$ cat src/rtl/dmem_arb_pkg.sv
// Shared types and default constants for the data-memory arbiter.
// The debug port is built only when DMEM_ARB_DBG_EN is defined.
package dmem_arb_pkg;

  typedef enum logic [1:0] {
    IDLE  = 2'd0,
    ISSUE = 2'd1,
    WAIT  = 2'd2,
    DONE  = 2'd3
  } dmem_arb_state_t;

  typedef enum logic {
    OWN_CPU = 1'b0,
    OWN_DBG = 1'b1
  } dmem_arb_owner_t;

  localparam int MEM_LAT_DEF    = 1;
  localparam int STARVE_MAX_DEF = 4;

endpackage

$ cat src/rtl/dmem_arb_prio.sv
// Grant selection between CPU and debug, with the debug starvation counter.
// With DMEM_ARB_DBG_EN undefined the CPU is always the owner and no counter exists.
module dmem_arb_prio
  import dmem_arb_pkg::*;
#(
  parameter int STARVE_MAX = STARVE_MAX_DEF
) (
  input  logic            clk,
  input  logic            reset,
  input  logic            cpu_req,
  input  logic            dbg_req,
  input  logic            grant,
  output dmem_arb_owner_t owner
);

  localparam logic [3:0] STARVE_LIM = 4'(STARVE_MAX);

`ifdef DMEM_ARB_DBG_EN
  logic [3:0] starve_cnt_r;

  // Debug wins when the CPU is absent or debug has lost STARVE_MAX times in a row.
  always_comb begin
    owner = OWN_CPU;
    if (dbg_req && (!cpu_req || (starve_cnt_r == STARVE_LIM))) begin
      owner = OWN_DBG;
    end else begin
      owner = OWN_CPU;
    end
  end

  // Starvation counter: saturating count of CPU wins over a waiting debug port.
  always_ff @(posedge clk) begin
    if (reset) begin
      starve_cnt_r <= 4'd0;
    end else if (grant) begin
      if (owner == OWN_DBG) begin
        starve_cnt_r <= 4'd0;
      end else if (dbg_req && (starve_cnt_r != STARVE_LIM)) begin
        starve_cnt_r <= starve_cnt_r + 4'd1;
      end else begin
        starve_cnt_r <= starve_cnt_r;
      end
    end else begin
      starve_cnt_r <= starve_cnt_r;
    end
  end
`else
  logic unused_s;
  assign unused_s = ^{clk, reset, cpu_req, dbg_req, grant, STARVE_LIM};
  assign owner    = OWN_CPU;
`endif

endmodule

$ cat src/rtl/dmem_arbiter.sv
// Two-port (CPU / debug) request-acknowledge arbiter in front of Memoria64.
// Debug port functionality is enabled by defining DMEM_ARB_DBG_EN.
module dmem_arbiter
  import dmem_arb_pkg::*;
#(
  parameter int DATA_W     = 64,
  parameter int ADDR_W     = 64,
  parameter int MEM_LAT    = MEM_LAT_DEF,
  parameter int STARVE_MAX = STARVE_MAX_DEF
) (
  input  logic              CLK,
  input  logic              RESET,
  input  logic              CPU_REQ,
  input  logic              CPU_WR,
  input  logic [ADDR_W-1:0] CPU_ADDR,
  input  logic [DATA_W-1:0] CPU_WDATA,
  output logic [DATA_W-1:0] CPU_RDATA,
  output logic              CPU_ACK,
  output logic              CPU_STALL,
  input  logic              DBG_REQ,
  input  logic              DBG_WR,
  input  logic [ADDR_W-1:0] DBG_ADDR,
  input  logic [DATA_W-1:0] DBG_WDATA,
  output logic [DATA_W-1:0] DBG_RDATA,
  output logic              DBG_ACK,
  output logic [ADDR_W-1:0] MEM_ADDR,
  output logic [DATA_W-1:0] MEM_WDATA,
  output logic              MEM_WR,
  input  logic [DATA_W-1:0] MEM_RDATA
);

  localparam logic [1:0] LAT_LAST = 2'(MEM_LAT - 1);

  dmem_arb_state_t   state_r, next_s;
  dmem_arb_owner_t   owner_r, grant_owner_s;
  logic              wr_r;
  logic [ADDR_W-1:0] addr_r;
  logic [DATA_W-1:0] wdata_r;
  logic [1:0]        lat_cnt_r;
  logic [DATA_W-1:0] cpu_rdata_r;
  logic              cpu_ack_r;
  logic              req_any_s, grant_s, rd_done_s;

`ifdef DMEM_ARB_DBG_EN
  assign req_any_s = CPU_REQ | DBG_REQ;
`else
  assign req_any_s = CPU_REQ;
`endif
  assign grant_s   = (state_r == IDLE) && req_any_s;
  assign rd_done_s = (state_r == WAIT) && (lat_cnt_r == LAT_LAST);

  dmem_arb_prio #(.STARVE_MAX(STARVE_MAX)) u_prio (
    .clk     (CLK),
    .reset   (RESET),
    .cpu_req (CPU_REQ),
    .dbg_req (DBG_REQ),
    .grant   (grant_s),
    .owner   (grant_owner_s)
  );

  // State register.
  always_ff @(posedge CLK) begin
    if (RESET) begin
      state_r <= IDLE;
    end else begin
      state_r <= next_s;
    end
  end

  // Next-state logic; DONE always falls back to IDLE so grants never chain.
  always_comb begin
    next_s = state_r;
    case (state_r)
      IDLE: begin
        if (req_any_s) next_s = ISSUE;
        else           next_s = IDLE;
      end
      ISSUE: begin
        if (wr_r) next_s = DONE;
        else      next_s = WAIT;
      end
      WAIT: begin
        if (rd_done_s) next_s = DONE;
        else           next_s = WAIT;
      end
      DONE:    next_s = IDLE;
      default: next_s = IDLE;
    endcase
  end

  // Request latch: owner and fields are frozen at grant, later changes ignored.
  always_ff @(posedge CLK) begin
    if (RESET) begin
      owner_r <= OWN_CPU;
      wr_r    <= 1'b0;
      addr_r  <= {ADDR_W{1'b0}};
      wdata_r <= {DATA_W{1'b0}};
    end else if (grant_s) begin
      owner_r <= grant_owner_s;
      if (grant_owner_s == OWN_DBG) begin
        wr_r    <= DBG_WR;
        addr_r  <= DBG_ADDR;
        wdata_r <= DBG_WDATA;
      end else begin
        wr_r    <= CPU_WR;
        addr_r  <= CPU_ADDR;
        wdata_r <= CPU_WDATA;
      end
    end else begin
      owner_r <= owner_r;
      wr_r    <= wr_r;
      addr_r  <= addr_r;
      wdata_r <= wdata_r;
    end
  end

  // Read latency counter, running only while in WAIT.
  always_ff @(posedge CLK) begin
    if (RESET) begin
      lat_cnt_r <= 2'd0;
    end else if (state_r == WAIT) begin
      lat_cnt_r <= lat_cnt_r + 2'd1;
    end else begin
      lat_cnt_r <= 2'd0;
    end
  end

  // CPU completion: ACK coincides with DONE, read data captured on the last WAIT cycle.
  always_ff @(posedge CLK) begin
    if (RESET) begin
      cpu_ack_r   <= 1'b0;
      cpu_rdata_r <= {DATA_W{1'b0}};
    end else begin
      cpu_ack_r <= (next_s == DONE) && (owner_r == OWN_CPU);
      if (rd_done_s && (owner_r == OWN_CPU)) cpu_rdata_r <= MEM_RDATA;
      else                                   cpu_rdata_r <= cpu_rdata_r;
    end
  end

`ifdef DMEM_ARB_DBG_EN
  logic [DATA_W-1:0] dbg_rdata_r;
  logic              dbg_ack_r;

  // Debug completion, mirroring the CPU side.
  always_ff @(posedge CLK) begin
    if (RESET) begin
      dbg_ack_r   <= 1'b0;
      dbg_rdata_r <= {DATA_W{1'b0}};
    end else begin
      dbg_ack_r <= (next_s == DONE) && (owner_r == OWN_DBG);
      if (rd_done_s && (owner_r == OWN_DBG)) dbg_rdata_r <= MEM_RDATA;
      else                                   dbg_rdata_r <= dbg_rdata_r;
    end
  end

  assign DBG_RDATA = dbg_rdata_r;
  assign DBG_ACK   = dbg_ack_r;
`else
  assign DBG_RDATA = {DATA_W{1'b0}};
  assign DBG_ACK   = 1'b0;
`endif

  // RESET gates the strobe directly so an interrupted write never commits.
  assign MEM_WR    = (state_r == ISSUE) & wr_r & ~RESET;
  assign MEM_ADDR  = addr_r;
  assign MEM_WDATA = wdata_r;
  assign CPU_RDATA = cpu_rdata_r;
  assign CPU_ACK   = cpu_ack_r;
  assign CPU_STALL = CPU_REQ & ~cpu_ack_r;

endmodule
$ cat config.mk
export PLATFORM = sky130hd
export DESIGN_NAME = dmem_arbiter
export DESIGN_NICKNAME = d
export VERILOG_FILES = /design/src/rtl/dmem_arb_pkg.sv /design/src/rtl/dmem_arb_prio.sv /design/src/rtl/dmem_arbiter.sv
export SDC_FILE = /design/constraint.sdc
export NUM_CORES = 1
export LEC_CHECK = 0
export CAP_MARGIN = 20
export CORE_AREA = 3 3 225 227
export CTS_CLUSTER_SIZE = 8
export DETAILED_ROUTE_END_ITERATION = 16
export DIE_AREA = 0 0 228 230
export PLACE_DENSITY_LB_ADDON = 0.05
export RECOVER_POWER = 50
export SLEW_MARGIN = 15
export SYNTH_ARGS = -nofsm -noshare
export SYNTH_HDL_FRONTEND = slang
export SYNTH_SLANG_ARGS = --single-unit
export TNS_END_PERCENT = 1
$ cat constraint.sdc
create_clock -name CLK -period 1.9 [get_ports CLK]
set_clock_uncertainty 0.2 [all_clocks]
set_input_delay 0.285 -clock CLK [delete_from_list [all_inputs] [get_ports CLK]]
set_output_delay 0.285 -clock CLK [all_outputs]
set_load 0.1 [all_outputs]
==> reports/results.tsv <==
metric	value	unit
run status	completed	
First DRT Iteration DRCs	341	
HPWL after DPL	24.8	mm
DR pass1 iterations	4	
RR Startpoint	state_r[0]	
Hold Path Depth	3	
antenna-violating nets left	0	
DIE AREA	52400	µm²
Die Ht	230	µm
vias	8107	
RR Endpoint	CPU_RDATA[6]	
I/O pins	586	
Crit. End Element	output port	
CTS sink cnt	198	
Initial Utilization	19.2	%
Multi-input gate area	4540	µm²
minimum clock period after layout	1.84	ns
Power Density	1440	nW/µm²
Ys Warns	0	
most frequent cells in the layout	dfxtp_1 (196), nand3_1 (193), clkdlybuf4s50_1 (193), a21bo_1 (169), a21oi_1 (126)	
vias per cell	4.08	
Hold Crit Class	input pin to flip-flop	
TritonCTS clock tree	done	
Slew HR	58.3	%
vias in the first global route	8248	
Setup violations, final	0	
Net count, final	1641	
main combinational cell family by area after synthesis	compound AO/OA/AOI/OAI gates	
clock buffer depth	2	
RD Place Congestion	0.690	
Cell Area, Synth	9380	µm²
first-pass GRT wire length	53.7	mm
hold violation count in the final report	0	
beginning of the worst hold path	CPU_REQ	
Final Max Slew Viols	0	
critical path launch point type	flip-flop	
complex-gate fraction of the synthesized area	33.8	%
Leak	5.52	nW
Setup CP Type	flip-flop to output port	
sequential fraction of the synthesis area	42.2	%
RSZ-0062 raised after global routing	yes	
clk_lat worst skew	0.48	ns
Synth Register Bits	198	
R2R Setup Slk	0.09	ns
Worst EP required	1.41	ns
Buffers on Ports	390	
commonest non-fill, non-tap cell in the layout	dfxtp_1	
fmax	543	MHz
CTS HTree Levels	4	
standard-cell row count	81	
placed inst area	15700	µm²
Post-Synth Simple-Gate Area	10.9	%
WP data arrival	1.36	ns
fin crit share	97.0	%
Cell variety after synth	20	
Post-route DRC	0	
antenna violations before repair	6	
Worst Path Max Fanout	2	
final wirelength	35.8	mm
total negative slack	0	ns
synthesized instance count	971	
final worst-path setup slack	0.0573	ns
Filler cells	5275	
Reg2Reg Depth	5	
hold worst-path end	MEM_WDATA[41]	
post-synthesis adder-cell area fraction	0.667	%
maximum VDD drop	0.608	mV
CTS Buf Count	17	
Worst Max-Slew Pin Slew	0.623	ns
post-layout instance area	14000	µm²
Post-Synth XOR/XNOR Area	0	%
layout cells sized above 1	27.1	%
GRT Util Overall	13.4	%
FF/Latch Area	3970	µm²
GRT Residual Overflow	0	
largest net degree at the start of global routing	81	
syn avg cell area	9.66	µm²
CTS clk-pin slew, worst paths	0.07	ns
wire length per cell	18.0	µm
pre-CTS setup slack	0.224	ns
die width	228	µm
Core ar.	48800	µm²
multiplexer share of the synthesized area	0	%
final hold slack	0.0784	ns
clock root buffer	clkbuf_16	
# Max-Cap Violations	0	
P&R area growth vs syn	49.3	%
## logic make-up after synthesis
group / count (synthesis)
flip-flops: 198
AO/OA/AOI/OAI: 387
other: 1
adder cells (fa/ha/maj): 5
AND/OR/NAND/NOR: 202
buffers and inverters: 178
## worst max-delay path: stages (launching register included)
cell     delay [ns]
dfxtp_2        0.32
inv_2          0.07
ha_4           0.15
nand2_4        0.05
nor2_4         0.10
buf_12         0.18
## metrics by stage
step | std cells | power, mW | utilization (%)
floorplan | 1035 | 14.2 | -
global placement | 1948 | 18.8 | 32.2
detailed placement | 1948 | 18.9 | 32.2
CTS | 1984 | 22.6 | 33.4
global route | 1986 | 21.3 | 28.7
finish | 1986 | 20.2 | 28.7
## sequential cells by signal, summed over array words and instances, names as in the netlist
register,count
lat_cnt_r,2
MEM_ADDR,64
wr_r,1
state_r,2
CPU_RDATA,64
CPU_ACK,1
MEM_WDATA,64
## per-layer routing
| layer | share of wire [%] | global-route usage [%] |
|---|---|---|
| met5 | 0.11 | 0 |
| met4 | 1.7 | 4.60 |
| met3 | 12 | 8.23 |
| met2 | 43 | 19.7 |
| met1 | 44 | 16.1 |
## where the power goes
group / total [mW] / internal, mW / switching [mW]
clock: 3.49 / 1.76 / 1.73
sequential: 5.25 / 4.87 / 0.383
combinational: 11.5 / 2.96 / 8.49
total: 20.2 / 9.59 / 10.6
## Yosys cell counts
cell / count / share of area [%]
a21bo_1: 169 / 18
a21bo_2: 24 / 2.6
a21oi_1: 123 / 6.6
a21oi_2: 70 / 6.5
a221oi_2: 1 / 0.16
and3b_1: 1 / 0.093
buf_2: 63 / 3.4
buf_4: 71 / 5.7
buf_6: 19 / 2.3
clkbuf_1: 21 / 0.84
conb_1: 1 / 0.040
dfxtp_1: 198 / 42
ha_1: 5 / 0.67
inv_1: 4 / 0.16
nand2_1: 1 / 0.040
nand3_1: 193 / 10
nor2_1: 1 / 0.040
nor2b_1: 3 / 0.20
nor3_1: 1 / 0.053
nor3b_1: 2 / 0.16
## timing repair
item	4_1_cts	5_1_grt
setup endpoints to repair	1	1
hold endpoints to repair	1	0
pin swaps	2	2
resized for setup	7	1
setup buffers	2	1
hold buffers	4	0
## layout make-up
class,instances,area share [%]
multi-input combinational,659,32.4
timing repair buffer,430,29.5
sequential,198,28.3
tap,664,5.93
clock buffer,27,3.52
clock inverter,3,0.143
inverter,4,0.107
antenna,1,0.0179
## worst max-delay path by stage
stage | startpoint | to | slack, ns | cells past startpoint
global placement | state_r[0] | MEM_WDATA[35] | 0.21 | 6
detailed placement | state_r[0] | MEM_WDATA[35] | 0.22 | 6
global route | state_r[1] | MEM_WR | -0.03 | 5
floorplan | RESET | MEM_WR | -0.03 | 3
CTS | state_r[1] | MEM_WR | -0.04 | 5
finish | state_r[1] | MEM_WR | 0.06 | 5
No activity file was read; power rests on OpenSTA's default activity.
